--- config.mk ---
export PLATFORM = sky130hd
export DESIGN_NAME = hazard_ctrl
export DESIGN_NICKNAME = d
export VERILOG_FILES = /design/src/rtl/hazard_pkg.sv /design/src/rtl/md_busy_cnt.sv /design/src/rtl/hazard_ctrl.sv
export SDC_FILE = /design/constraint.sdc
export NUM_CORES = 1
export LEC_CHECK = 0
export ABC_AREA = 0
export CAP_MARGIN = 20
export CORE_AREA = 3 3 63 54
export CTS_BUF_LIST = sky130_fd_sc_hd__clkbuf_8
export CTS_CLUSTER_SIZE = 10
export DETAILED_ROUTE_END_ITERATION = 16
export DIE_AREA = 0 0 66 57
export PLACE_DENSITY = 0.76
export REMOVE_ABC_BUFFERS = 1
export SYNTH_ARGS = -nofsm -noshare
export SYNTH_HDL_FRONTEND = slang
export SYNTH_SLANG_ARGS = --single-unit
--- constraint.sdc ---
create_clock -name clk -period 1.8 [get_ports clk]
set_input_delay 0.36 -clock clk [delete_from_list [all_inputs] [get_ports clk]]
set_output_delay 0.36 -clock clk [all_outputs]
set_load 0.01 [all_outputs]
--- src/rtl/hazard_pkg.sv ---
// rtl/hazard_pkg.sv - shared encodings and helpers for the pipeline hazard controller
package hazard_pkg;

   localparam logic [1:0] FWD_RF = 2'b00;
   localparam logic [1:0] FWD_W  = 2'b01;
   localparam logic [1:0] FWD_M  = 2'b10;

   typedef enum logic {
      MD_IDLE,
      MD_BUSY
   } md_state_t;

   // $0 is hard-wired, so a zero specifier can never create a dependency
   function automatic logic reg_match(input logic [4:0] src, input logic [4:0] dst);
      return (src != 5'd0) && (src == dst);
   endfunction

endpackage

--- src/rtl/md_busy_cnt.sv ---
// rtl/md_busy_cnt.sv - multi-cycle mult/div busy countdown
module md_busy_cnt
   import hazard_pkg::*;
#(
   parameter int MULT_CYCLES = 4,
   parameter int DIV_CYCLES  = 32,
   parameter int CNT_W       = 6
) (
   input  logic clk,
   input  logic reset,
   input  logic start,
   input  logic is_div,
   output logic busy,
   output logic last
);

   localparam logic [CNT_W-1:0] MULT_N  = CNT_W'(MULT_CYCLES);
   localparam logic [CNT_W-1:0] DIV_N   = CNT_W'(DIV_CYCLES);
   localparam logic [CNT_W-1:0] CNT_ONE = CNT_W'(1);

   md_state_t        state, state_nx;
   logic [CNT_W-1:0] cnt, cnt_nx;

   always_ff @(posedge clk) begin
      if (reset) begin
         state <= MD_IDLE;
         cnt   <= '0;
      end else begin
         state <= state_nx;
         cnt   <= cnt_nx;
      end
   end

   // A start while busy is ignored; the running operation keeps its count
   always_comb begin
      state_nx = state;
      cnt_nx   = cnt;
      case (state)
         MD_IDLE: begin
            if (start) begin
               state_nx = MD_BUSY;
               cnt_nx   = is_div ? DIV_N : MULT_N;
            end
         end
         MD_BUSY: begin
            if (cnt <= CNT_ONE) begin
               state_nx = MD_IDLE;
               cnt_nx   = '0;
            end else begin
               cnt_nx = cnt - CNT_ONE;
            end
         end
         default: begin
            state_nx = MD_IDLE;
            cnt_nx   = '0;
         end
      endcase
   end

   assign busy = (state == MD_BUSY);
   assign last = busy && (cnt == CNT_ONE);

endmodule

--- src/rtl/hazard_ctrl.sv ---
// rtl/hazard_ctrl.sv - forwarding selects, stalls and flushes for the 5-stage core
module hazard_ctrl
   import hazard_pkg::*;
#(
   parameter int MULT_CYCLES = 4,
   parameter int DIV_CYCLES  = 32,
   parameter int CNT_W       = 6
) (
   input  logic       clk,
   input  logic       reset,
   input  logic [4:0] rs_D,
   input  logic [4:0] rt_D,
   input  logic [4:0] rs_E,
   input  logic [4:0] rt_E,
   input  logic [4:0] write_reg_E,
   input  logic [4:0] write_reg_M,
   input  logic [4:0] write_reg_W,
   input  logic       reg_write_E,
   input  logic       reg_write_M,
   input  logic       reg_write_W,
   input  logic       mem_to_reg_E,
   input  logic       mem_to_reg_M,
   input  logic       branch_D,
   input  logic       md_op_D,
   input  logic       mfhilo_D,
   input  logic       md_start_E,
   input  logic       md_is_div_E,
   output logic       forward_a_D,
   output logic       forward_b_D,
   output logic [1:0] forward_a_E,
   output logic [1:0] forward_b_E,
   output logic       stall_F,
   output logic       stall_D,
   output logic       flush_E,
   output logic       md_busy
);

   logic lw_stall, br_stall, md_stall, any_stall;
   logic md_last_unused;

   // last is for the datapath's HI/LO capture; hazard logic only needs busy
   md_busy_cnt #(
      .MULT_CYCLES(MULT_CYCLES),
      .DIV_CYCLES (DIV_CYCLES),
      .CNT_W      (CNT_W)
   ) u_md_busy_cnt (
      .clk   (clk),
      .reset (reset),
      .start (md_start_E),
      .is_div(md_is_div_E),
      .busy  (md_busy),
      .last  (md_last_unused)
   );

   assign lw_stall = mem_to_reg_E &
                     (reg_match(rs_D, write_reg_E) | reg_match(rt_D, write_reg_E));

   // Branch operands are compared in D, so a producer still in E, or a load in M, must wait
   assign br_stall = branch_D &
                     ((reg_write_E  & (reg_match(rs_D, write_reg_E) | reg_match(rt_D, write_reg_E))) |
                      (mem_to_reg_M & (reg_match(rs_D, write_reg_M) | reg_match(rt_D, write_reg_M))));

   assign md_stall  = (mfhilo_D | md_op_D) & (md_busy | md_start_E);
   assign any_stall = lw_stall | br_stall | md_stall;

   always_comb begin
      forward_a_D = 1'b0;
      forward_b_D = 1'b0;
      forward_a_E = FWD_RF;
      forward_b_E = FWD_RF;
      stall_F     = 1'b0;
      stall_D     = 1'b0;
      flush_E     = 1'b0;
      if (!reset) begin
         forward_a_D = reg_write_M & reg_match(rs_D, write_reg_M) & !mem_to_reg_M;
         forward_b_D = reg_write_M & reg_match(rt_D, write_reg_M) & !mem_to_reg_M;

         if (reg_write_M && reg_match(rs_E, write_reg_M))      forward_a_E = FWD_M;
         else if (reg_write_W && reg_match(rs_E, write_reg_W)) forward_a_E = FWD_W;

         if (reg_write_M && reg_match(rt_E, write_reg_M))      forward_b_E = FWD_M;
         else if (reg_write_W && reg_match(rt_E, write_reg_W)) forward_b_E = FWD_W;

         stall_F = any_stall;
         stall_D = any_stall;
         flush_E = any_stall;
      end
   end

endmodule

==> summary.md <==
| Metric | Value |
|---|---|
| Mux cell area share after synthesis | under 10% |
| Clock sinks | 7 |
| Synth Area in Simple Gates | a little under a third |
| Row cnt | 17 |
| Placed Cells | 251 |
| Synth Area in Adders | ~2.6% |
| Top cells by area, synth | xnor2_1 (25%), dfxtp_1 (14%), xor2_1 (12%) |
| Area Growth Syn to Fin | 125% |
| Final number of setup-violating endpoints | 9 |
| Yosys top cell by area | xnor2_1 |
| GP Congestion | between 0.8 and 0.9 |
| Syn Inst Count | around 130 |
| CTS Buf Count | 3 |
| Worst Setup End Kind | output pin |
| First-pass GRT wire length | roughly 7100 um |
| Residual DRC count | 0 |
| CP max stage cell | or4_4 |
| Clk_lat worst skew | around 0.23 ns |
| Clock Tree Buf Depth | 2 |
| Hold/Removal Path Class | reg -> reg |
| Maximum net fanout on the critical path | 2 |
| Status | complete, but fails checks |
| Main combinational cell family by area after synthesis | XOR/XNOR gates |
| DRT Pass-1 Iters | 5 |
| CTS clk-pin slew, worst paths | roughly 0.040 ns |
| Total power draw | approximately 1.0 mW |
| Final hold vios | 0 |
| Post-synthesis compound-gate area fraction | between 10 and 15% |
| DRT antenna net count | 0 |
| LEAKAGE | 0.932 nW |
| Initial Util | between 30 and 40% |
| Critical Path AT | approximately 1.7 ns |
| Max-cap violations | 0 |
| Final WL | just under 5000 um |
| CTS tree | built |
| Die area | 3760 um^2 |
| Largest net degree at the start of global routing | 8 |
| DP HPWL | approximately 3200 um |
| Avg WL per Cell | approximately 18 um |
| Post-synthesis sequential area ratio | ~14% |
| Total GRT Usage | roughly 24% |
| Skew final | roughly 0.00080 ns |
| Max-slew headroom at the worst pin | 79.0% |
| Minimum clock period | approximately 2 ns |
| Post-synth EDFFs | 0 |
| Layout Nets | about 280 |
| # H-tree levels | 1 |
| R2R setup slack | about 0.07 ns |
| Slew Limit Fails | 0 |
| # IOs | 57 |
| RSZ-0062 raised after global routing | true |
| Period utilization | 114% |
| Layout Cells excl Fill | around 260 |
| Crit-path cells | buf_6, or4_4, nor2_4, nor4_4, nor4_2, buf_2 |
| Final setup TNS | -1.71 ns |
| Die span in x | about 66 um |
| Gr ovfl total | 0 |
| Critical path type | in -> out |
| R2R depth | 6 |
| Hold Crit Start | u_md_busy_cnt.cnt[4]$_SDFFE_PP0P_ |
| Total number of vias | about 1,400 |
| Crit-path leading delay family | simple AND/OR/NAND/NOR gates |
| Fmax | ~0.49 GHz |
| Hold Path End | u_md_busy_cnt.cnt[4]$_SDFFE_PP0P_ |
| Yosys warnings | 0 |
| PwrDens | 456 nW/um^2 |
| Failing checks | negative setup slack |
| Hold path cells | 2 |
| Most common cell in the netlist | xnor2_1 |
| Xor and xnor area share after synthesis | between 30% and 40% |
| Async SR Flop Fraction | 0% |
| Final instance area | ~2200 um^2 |
| Detailed-route vias per instance | 5.40 |
| Post-synth top area share | 25.2% |
| FILL cells | about 170 |
| Dpl ws | -1.06 ns |
| Startpoint Class | primary input |
| RR Startpoint | u_md_busy_cnt.cnt[0]$_SDFFE_PP0P_ |
| R2R Path End | u_md_busy_cnt.cnt[3]$_SDFFE_PP0P_ |
| Synthesized flop and latch total | 7 |
| Core area | approximately 2700 um^2 |
| Worst vdd ir | approximately 270 uV |
| Vias in the first global route | roughly 1,500 |
| Syn_area_per_cell | approximately 7.5 um^2 |
| WP depth | 6 |
| Critical path required time | between 1 and 1.5 ns |
| Chip Height | about 57 um |
| Critical path origin | rt_E[3] |
| Diode count | 0 |
| Top post-synthesis cells by count | xnor2_1 (28), nor2_1 (20), xor2_1 (13) |
| Bufs and invs on worst path | 2 |
| Clk root buf | clkbuf_8 |
| Initial antenna violation count | 0 |
| Max stage delay on crit path | between 0.5 and 0.6 ns |
| Dominant synthesized flop cell | dfxtp_1 |
| Slew @ Worst Pin | roughly 0.31 ns |
| Mapped cell area | 972 um^2 |
| Input/output buffers | 56 |
| Dpl cell area | roughly 1800 um^2 |
| Setup ws final | -0.254 ns |
| Yosys cell types | 31 |
| Number of DRC markers in iteration 0 | around 140 |
| Proportion of layout cells with a drive suffix above 1 | around half |
## state kept, by name, indices dropped and copies added (netlist names)
signal,count
u_md_busy_cnt.cnt,6
u_md_busy_cnt.busy,1
## repair_timing
action,in CTS,in global routing
gates resized for setup,196,20
buffers inserted,4,5
endpoints found under the setup margin,9,9
pin swaps,31,19
hold buffers,0,0
## per-stage QoR
step           utilization, %  hold slack [ns]
5_1_grt                  79.7            0.561
4_1_cts                  75.1            0.525
3_3_place_gp             65.7            0.493
6_report                 79.7            0.523
2_1_floorplan               -            0.429
3_5_place_dp             65.7            0.518
## cell usage in the layout (no fill, tap or decap), types with 6 or more instances in the layout
master	count
buf_6	22
dlygate4sd2_1	6
nor2_1	16
xnor2_1	17
xor2_1	10
buf_4	30
dfxtp_1	7
clkdlybuf4s50_1	16
xnor2_2	9
buf_2	17
## worst min-delay path: cells and delay by family (launching register included)
kind / cells / cell delay (ns)
compound gates: 2 / 0.15
flops: 1 / 0.33
## layer usage
layer	GRT usage (%)	up-vias	routed length, um
met5	0	-	0
met4	6.38	0	152
met3	2.36	19	337
met2	47.4	81	2590
met1	27.4	677	1760
li1	-	642	-
## report_power, final
part | total [mW] | switching, mW | internal [mW]
registers | 0.194 | 0.0201 | 0.174
clock network | 0.230 | 0.0812 | 0.149
logic | 0.574 | 0.267 | 0.306
## final cells by class
| cell class | instances | area [um^2] | area share (%) |
|---|---|---|---|
| Timing Repair Buffer | 97 | 847 | 38.7 |
| Multi-Input combinational cell | 115 | 1100 | 50.3 |
| Sequential cell | 7 | 140 | 6.41 |
| Clock inverter | 1 | 3.75 | 0.172 |
| Clock buffer | 3 | 41.3 | 1.89 |
| Tap cell | 38 | 47.5 | 2.17 |
| Inverter | 2 | 7.51 | 0.343 |
## how the worst max path moves through the flow
stage | slack (ns) | to
2_1_floorplan | -0.43 | flush_E
3_3_place_gp | -1.01 | forward_a_E[0]
3_5_place_dp | -1.06 | forward_b_D
4_1_cts | -0.27 | flush_E
5_1_grt | -0.32 | stall_F
6_report | -0.25 | forward_b_E[0]
## cells by family (layout without fill, tap and decap cells)
kind of cell / after synthesis / count (layout)
and+or+nand+nor: 56 / 56
xor gates and xnor gates: 41 / 41
AOI/OAI and AO/OA: 15 / 15
DFF: 7 / 7
buffers and inverters: 7 / 103
adders and majority gates: 2 / 2
muxes: 1 / 1
No activity file was read; power rests on OpenSTA's default activity.
